==> config.mk <==
export PLATFORM = sky130hd
export DESIGN_NAME = bus_req_master
export DESIGN_NICKNAME = d
export VERILOG_FILES = /design/src/rtl/bus_req_pkg.sv /design/src/rtl/bus_cmd_fifo.sv /design/src/rtl/bus_req_master.sv
export SDC_FILE = /design/constraint.sdc
export NUM_CORES = 1
export LEC_CHECK = 0
export ABC_CLOCK_PERIOD_IN_PS = 3500
export CAP_MARGIN = 40
export CORE_ASPECT_RATIO = 1.1
export CORE_MARGIN = 5
export CORE_UTILIZATION = 55
export CTS_CLUSTER_SIZE = 24
export DETAILED_ROUTE_END_ITERATION = 7
export GPL_TIMING_DRIVEN = 0
export PLACE_DENSITY_LB_ADDON = 0.12
export SYNTH_ARGS = -nofsm -noshare
export SYNTH_HDL_FRONTEND = slang
export SYNTH_HIERARCHICAL = 1
export SYNTH_SLANG_ARGS = --single-unit
==> constraint.sdc <==
create_clock -name clk -period 3.5 [get_ports clk]
set_input_delay 1.05 -clock clk [delete_from_list [all_inputs] [get_ports clk]]
set_output_delay 1.05 -clock clk [all_outputs]
set_load 0.005 [all_outputs]
==> src/rtl/bus_req_pkg.sv <==
// Shared types and defaults for the request/grant bus master.
package bus_req_pkg;

  typedef enum logic [1:0] {
    IDLE     = 2'd0,
    REQ      = 2'd1,
    WAIT_ACK = 2'd2
  } bus_req_state_e;

  localparam int DEFAULT_DW      = 32;
  localparam int DEFAULT_DEPTH   = 4;
  localparam int DEFAULT_TIMEOUT = 16;

  localparam logic [1:0] RETRY_LIMIT = 2'd3;

endpackage

==> src/rtl/bus_cmd_fifo.sv <==
// Synchronous command FIFO with occupancy count; head word is visible on rdata.
module bus_cmd_fifo #(
  parameter int DW    = 32,
  parameter int DEPTH = 4
) (
  input  logic                   clk,
  input  logic                   reset_l,
  input  logic                   push,
  input  logic [DW-1:0]          wdata,
  input  logic                   pop,
  output logic [DW-1:0]          rdata,
  output logic [$clog2(DEPTH):0] count,
  output logic                   full,
  output logic                   empty
);

  localparam int AW = $clog2(DEPTH);

  logic [DW-1:0] mem [DEPTH];
  logic [AW-1:0] wr_ptr;
  logic [AW-1:0] rd_ptr;
  logic          do_push;
  logic          do_pop;

  assign full    = (count == (AW+1)'(DEPTH));
  assign empty   = (count == '0);
  assign do_push = push && !full;
  assign do_pop  = pop && !empty;
  assign rdata   = mem[rd_ptr];

  always_ff @(posedge clk) begin
    if (do_push) mem[wr_ptr] <= wdata;
  end

  // Pointers are exactly AW bits wide, so they wrap modulo DEPTH for free.
  always_ff @(posedge clk) begin
    if (!reset_l) begin
      wr_ptr <= '0;
      rd_ptr <= '0;
      count  <= '0;
    end else begin
      if (do_push) wr_ptr <= wr_ptr + 1'b1;
      if (do_pop)  rd_ptr <= rd_ptr + 1'b1;
      count <= count + {{AW{1'b0}}, do_push} - {{AW{1'b0}}, do_pop};
    end
  end

endmodule

==> src/rtl/bus_req_master.sv <==
// Request/grant bus master: buffers commands, issues one bus_req per word, supervises bus_ack.
// Optional retry-on-timeout is enabled with the BUS_REQ_MASTER_RETRY_EN macro.
module bus_req_master
  import bus_req_pkg::*;
#(
  parameter int DW      = DEFAULT_DW,
  parameter int DEPTH   = DEFAULT_DEPTH,
  parameter int TIMEOUT = DEFAULT_TIMEOUT
) (
  input  logic                   clk,
  input  logic                   reset_l,
  input  logic                   cmd_valid,
  output logic                   cmd_ready,
  input  logic [DW-1:0]          cmd_data,
  output logic                   bus_req,
  output logic [DW-1:0]          bus_data,
  input  logic                   bus_ack,
  output logic                   done,
  output logic                   timeout_err,
  output logic                   proto_err,
  output logic                   busy,
  output logic [$clog2(DEPTH):0] fifo_count,
  output bus_req_state_e         state_dbg
`ifdef BUS_REQ_MASTER_RETRY_EN
  ,
  output logic [1:0]             retry_cnt
`endif
);

  localparam int CW = $clog2(DEPTH) + 1;
  localparam int TW = $clog2(TIMEOUT);

  // Command port: a word transfers on every posedge where cmd_valid && cmd_ready;
  // cmd_data must be stable while cmd_valid is high, cmd_ready does not depend on cmd_valid.
  bus_req_state_e state_q, state_d;
  logic [TW-1:0]  tmo_q, tmo_d;
  logic           push, pop;
  logic           fifo_full, fifo_empty;
  logic [DW-1:0]  fifo_rdata;
  logic [CW-1:0]  cnt_next;
  logic           done_d, tmo_err_d, proto_d;
`ifdef BUS_REQ_MASTER_RETRY_EN
  logic [1:0]     retry_q, retry_d;
  assign retry_cnt = retry_q;
`endif

  assign push      = cmd_valid && cmd_ready && !fifo_full;
  assign cnt_next  = fifo_count + CW'(push) - CW'(pop);
  assign bus_req   = (state_q == REQ);
  assign busy      = (state_q != IDLE) || !fifo_empty;
  assign state_dbg = state_q;

  bus_cmd_fifo #(
    .DW    (DW),
    .DEPTH (DEPTH)
  ) u_fifo (
    .clk     (clk),
    .reset_l (reset_l),
    .push    (push),
    .wdata   (cmd_data),
    .pop     (pop),
    .rdata   (fifo_rdata),
    .count   (fifo_count),
    .full    (fifo_full),
    .empty   (fifo_empty)
  );

  always_comb begin
    state_d   = state_q;
    tmo_d     = tmo_q;
    pop       = 1'b0;
    done_d    = 1'b0;
    tmo_err_d = 1'b0;
`ifdef BUS_REQ_MASTER_RETRY_EN
    retry_d   = retry_q;
`endif
    case (state_q)
      IDLE: begin
        if (!fifo_empty) begin
          pop     = 1'b1;
          state_d = REQ;
`ifdef BUS_REQ_MASTER_RETRY_EN
          retry_d = 2'd0;
`endif
        end
      end
      REQ: begin
        tmo_d   = '0;
        state_d = WAIT_ACK;
      end
      WAIT_ACK: begin
        tmo_d = tmo_q + 1'b1;
        // An ack in the final counted cycle still completes the transaction.
        if (bus_ack) begin
          done_d  = 1'b1;
          state_d = IDLE;
`ifdef BUS_REQ_MASTER_RETRY_EN
          retry_d = 2'd0;
`endif
        end else if (tmo_q == TW'(TIMEOUT - 1)) begin
`ifdef BUS_REQ_MASTER_RETRY_EN
          if (retry_q != RETRY_LIMIT) begin
            retry_d = retry_q + 2'd1;
            state_d = REQ;
          end else begin
            tmo_err_d = 1'b1;
            state_d   = IDLE;
          end
`else
          tmo_err_d = 1'b1;
          state_d   = IDLE;
`endif
        end
      end
      default: state_d = IDLE;
    endcase
    proto_d = bus_ack && ((state_q == IDLE) || (state_q == REQ));
  end

  always_ff @(posedge clk) begin
    if (!reset_l) begin
      state_q     <= IDLE;
      tmo_q       <= '0;
      done        <= 1'b0;
      timeout_err <= 1'b0;
      proto_err   <= 1'b0;
      cmd_ready   <= 1'b0;
      bus_data    <= '0;
`ifdef BUS_REQ_MASTER_RETRY_EN
      retry_q     <= 2'd0;
`endif
    end else begin
      state_q     <= state_d;
      tmo_q       <= tmo_d;
      done        <= done_d;
      timeout_err <= tmo_err_d;
      proto_err   <= proto_d;
      // Registered from the next count, so a pop while full frees a slot one cycle later.
      cmd_ready   <= (cnt_next != CW'(DEPTH));
      if (pop) bus_data <= fifo_rdata;
`ifdef BUS_REQ_MASTER_RETRY_EN
      retry_q     <= retry_d;
`endif
    end
  end

endmodule

==> flow_results.org <==
** CTS
- Gates resized during post-CTS repair numbered 0.
- Post-CTS setup-driven buffer insertion count :: 0
- TritonCTS clock tree :: yes
- TritonCTS Buffers :: 17
- At the later pin of the worst-skew pair, clock insertion delay measures 0.42 ns.
- CTS Root Cell :: clkbuf_16
- Post-CTS clock slew at the launch and capture registers of the worst setup and hold paths :: 0.06 ns
- Clock sink count :: 179
- Hold-fix buffer count after cts :: 0
- H-tree lvl count :: 4
- In this run the deepest clock path goes through 2 buffers.

** Setup path
- Together, buffers and inverters on the worst path number 5.
- The worst setup path is launched from an input pin.
- For the worst setup path, the data arrival time is 3.55 ns.
- Launching instance or port of the critical path :: cmd_valid
- Beginning of the worst register-to-register path :: u_fifo/count[1]$_SDFF_PN0_
- Total stage count of the critical path :: 14
- Most numerous cell on the critical path :: inv_1
- Cell at the slowest stage of the critical path :: clkdlybuf4s50_1
- In this design, the stage delay of the slowest critical-path cell is 0.45 ns.
- Category of the worst setup path capture point :: register
- CP Max Fanout :: 7
- Worst EP required :: 3.81 ns
- Counting cells, the worst reg-to-reg path comes to 13.
- Critical Path, Cell by Cell :: clkdlybuf4s50_1, nand2_1, or2_2, inv_1, nor2b_1, buf_2, inv_1, ha_1, inv_1, ha_1, fa_1, xnor2_1, xnor2_1, and2_1
- Largest delay contributor family on the critical path :: adder cells
- The setup path with the least slack is of type in2reg.

** Drt
- Number of nets still failing antenna checks after routing :: 0
- The final layout contains routed wiring with a total length of 12900 um.
- Post-route DRC violation count :: 0
- Routed length per placed instance :: 18.7 um
- For this run, the detailed router's first-pass iteration total came to 5.
- In the routed layout, each cell is associated on average with a via count of 5.43.
- Number of vias after detailed routing :: 3759
- Initial DRC count :: 251

** Floorplan
- Area of the die :: 14800 sq um
- Starting density of the core :: 0.565
- Pin placement for this block handled 79 I/O pins.
- The floorplan has 42 rows.
- Die span in y :: 127 um
- The core region is 12100 sq um.
- In this run the horizontal extent of the chip is 116 um.

** Synthesis
- Gate count after technology mapping :: 425
- The compound-cell area share of the yosys netlist is 0.0326.
- Ranked by total cell area, the synthesized netlist is headed by edfxtp_1 (56%), dfxtp_1 (15%), mux4_2 (9.9%), nand2_1 (4.1%), a21oi_1 (2.6%).
- Synth cell types :: 41
- Of the total synthesized cell area, the portion taken by XOR and XNOR cells is 0.00513.
- Simple-gate share of the synthesized area :: 0.0808
- Number of nets produced by synthesis :: 476
- Of the total synthesized cell area, the portion taken by full adders, half adders and majority gates is 0.0297.
- Leading cell types by count after synthesis :: edfxtp_1 (128), nand2_1 (75), dfxtp_1 (51)
- The most common cell in the synthesized netlist is edfxtp_1.
- For this run, the leading register cell type out of synthesis is edfxtp_1.
- Seq cells post-synth :: 179
- Count of synthesis-stage warnings from yosys :: 6
- Largest family of logic cells by synthesized area :: multiplexers
- Of the post-synthesis cell area, the dominant cell type holds 0.563.
- The biggest area contributor in the post-synthesis netlist is edfxtp_1.
- Measured against the total synthesized area, the mux share comes to 0.111.
- Share of the yosys chip area belonging to registers :: 0.712
- After synthesis, the mean cell area works out to 16.1 sq um.
- EDFF count, synth :: 128
- Proportion of register bits with asynchronous set or reset after synthesis :: 0
- Synthesized area :: 6830 sq um

** STA
- Period utilisation layout :: 0.926
- Between clock sinks in the finished design, the worst skew comes to 0.00771 ns.
- Final max-slew violation count :: 0
- Final sum of negative setup slack :: 0 ns
- Headroom to the max-slew limit came out at 0.552.
- Setup repair after global routing left no endpoint under its margin.
- Final count of negative-setup-slack endpoints :: 0
- The tightest hold path in the finished design has a slack of 0.456 ns.
- Based on the critical path, the design can be clocked at up to 309 MHz.
- Transition time of the tightest slew-check pin :: 0.673 ns
- Counting I/O delays and the setup requirement, the final critical path takes 3.24 ns.
- Hold violation total from the final report :: 0

** GRT
- Via count of the first global-routing pass :: 3889
- Most congested layer reported by global routing :: met2
- Routing usage on met1 :: 0.247
- Met3 global-route usage :: 0.0481
- Entering global routing, the biggest net connects 31 pins.
- For met2 alone, demand over resource in global routing was 0.309.
- Global-route total usage across every layer :: 0.191
- Overflow after GRT :: 0
- Number of antenna violations at the first check in global routing :: 0
- Wire length of the first global-routing pass :: 20800 um

** Layout
- In the final layout, the share of cells above drive strength 1 is 0.160.
- The number of antenna diodes in the final layout is 0.
- For this run, the share of the core covered by cells in the final layout is 0.699.
- In the final design database the tool counted 576 nets.
- Relative to the synthesized area, the layout overhead comes to 23.6%.

** Min path
- Worst hold path cell count :: 2
- The worst hold path begins at bus_data[28]$_SDFFE_PN0P_.
- Hold crit path type :: reg2reg

** Run
- Across the run, the number of max-cap violations was 0.

** Power
- Leakage power total :: 2.84 nW
- Ratio of total power to cell area :: 778 nW/um^2
- The worst-case IR drop observed on VDD is 440 uV.

** Placement
- The congestion estimate from routability-driven global placement came to 0.740.
- Sum of net half-perimeters after detailed placement :: 8430 um
- The count of buffers added on input and output ports is 77.

** Outcome
- The flow ran to the end, and the final reports show no timing, DRC or antenna violations.
==> tightest hold or removal path: cells and delay by family (launching register included) <==
family / cells / cell delay (ns)
and+or+nand+nor: 1 / 0.05
AOI/OAI and AO/OA: 1 / 0.05
DFF: 1 / 0.31
==> path summary, 6_finish.rpt <==
check                                    end  slack [ns]
setup / recovery  u_fifo/count[2]$_SDFF_PN0_        0.26
hold / removal     bus_data[28]$_SDFFE_PN0P_        0.46
setup reg to reg  u_fifo/count[2]$_SDFF_PN0_        0.48
hold reg to reg    bus_data[28]$_SDFFE_PN0P_        0.46
==> stage by stage <==
step	cells	cell area, sq um	power, W	worst slack, ns
floorplan	425	6830	0.00399	0.448
global placement	656	7790	0.00476	-0.573
detailed placement	660	7880	0.00483	-0.177
CTS	692	8450	0.00664	0.267
global route	692	8450	0.00696	0.131
finish	692	8450	0.00657	0.260
==> flip-flops by register name, indices dropped and copies added, names as in the netlist, named ones only <==
register / cells
bus_data: 32
cmd_ready: 1
done: 1
proto_err: 1
state_dbg: 2
timeout_err: 1
tmo_q: 4
u_fifo/count: 3
u_fifo/mem: 128
u_fifo/rd_ptr: 2
u_fifo/wr_ptr: 2
==> per-layer routing <==
metal  routed length, um  part of all wire  vias up
met5                   0                 0        -
met4                 216             0.017        0
met3                 605             0.047       18
met2                6410              0.50       86
met1                5700              0.44     1879
li1                    -                 -     1776
==> area by class of cell <==
cell class	count	area, sq um
Buffer	20	141
Clock buffer	18	429
Clock inverter	14	138
Fill cell	841	3640
Inverter	14	52.6
Multi-Input combinational cell	212	1780
Sequential cell	179	4860
Tap cell	154	193
Timing Repair Buffer	81	851
==> power by group <==
group | total (W) | switching [W] | internal, W
combinational | 0.00199 | 0.000981 | 0.00101
sequential | 0.00276 | 0.000158 | 0.00261
clock | 0.00181 | 0.000766 | 0.00104
total | 0.00657 | 0.00190 | 0.00466
==> layout by cell type (no fill, tap or decap), types with 3 or more instances in the layout <==
cell and count:
o21ai_0 3, nand2b_1 3, buf_2 8, clkdlybuf4s50_1 77, a21oi_1 35, buf_12 7, xnor2_1 4, clkinv_2 4
and4_1 4, nor2_1 4, clkbuf_16 17, and2_1 3, nand3_1 4, clkinv_4 3, clkbuf_1 6, edfxtp_1 128
inv_1 12, ha_1 13, buf_1 3, nand2_1 75, nor3_1 3, and2_2 4, dfxtp_1 51, mux4_2 30
==> cell families after synthesis <==
kind of cell / Yosys count
simple gates: 116
mux: 35
flops: 179
xor+xnor: 4
buf+inv: 34
compound gates: 42
fa+ha+maj: 15
No activity file was read; power rests on OpenSTA's default activity.
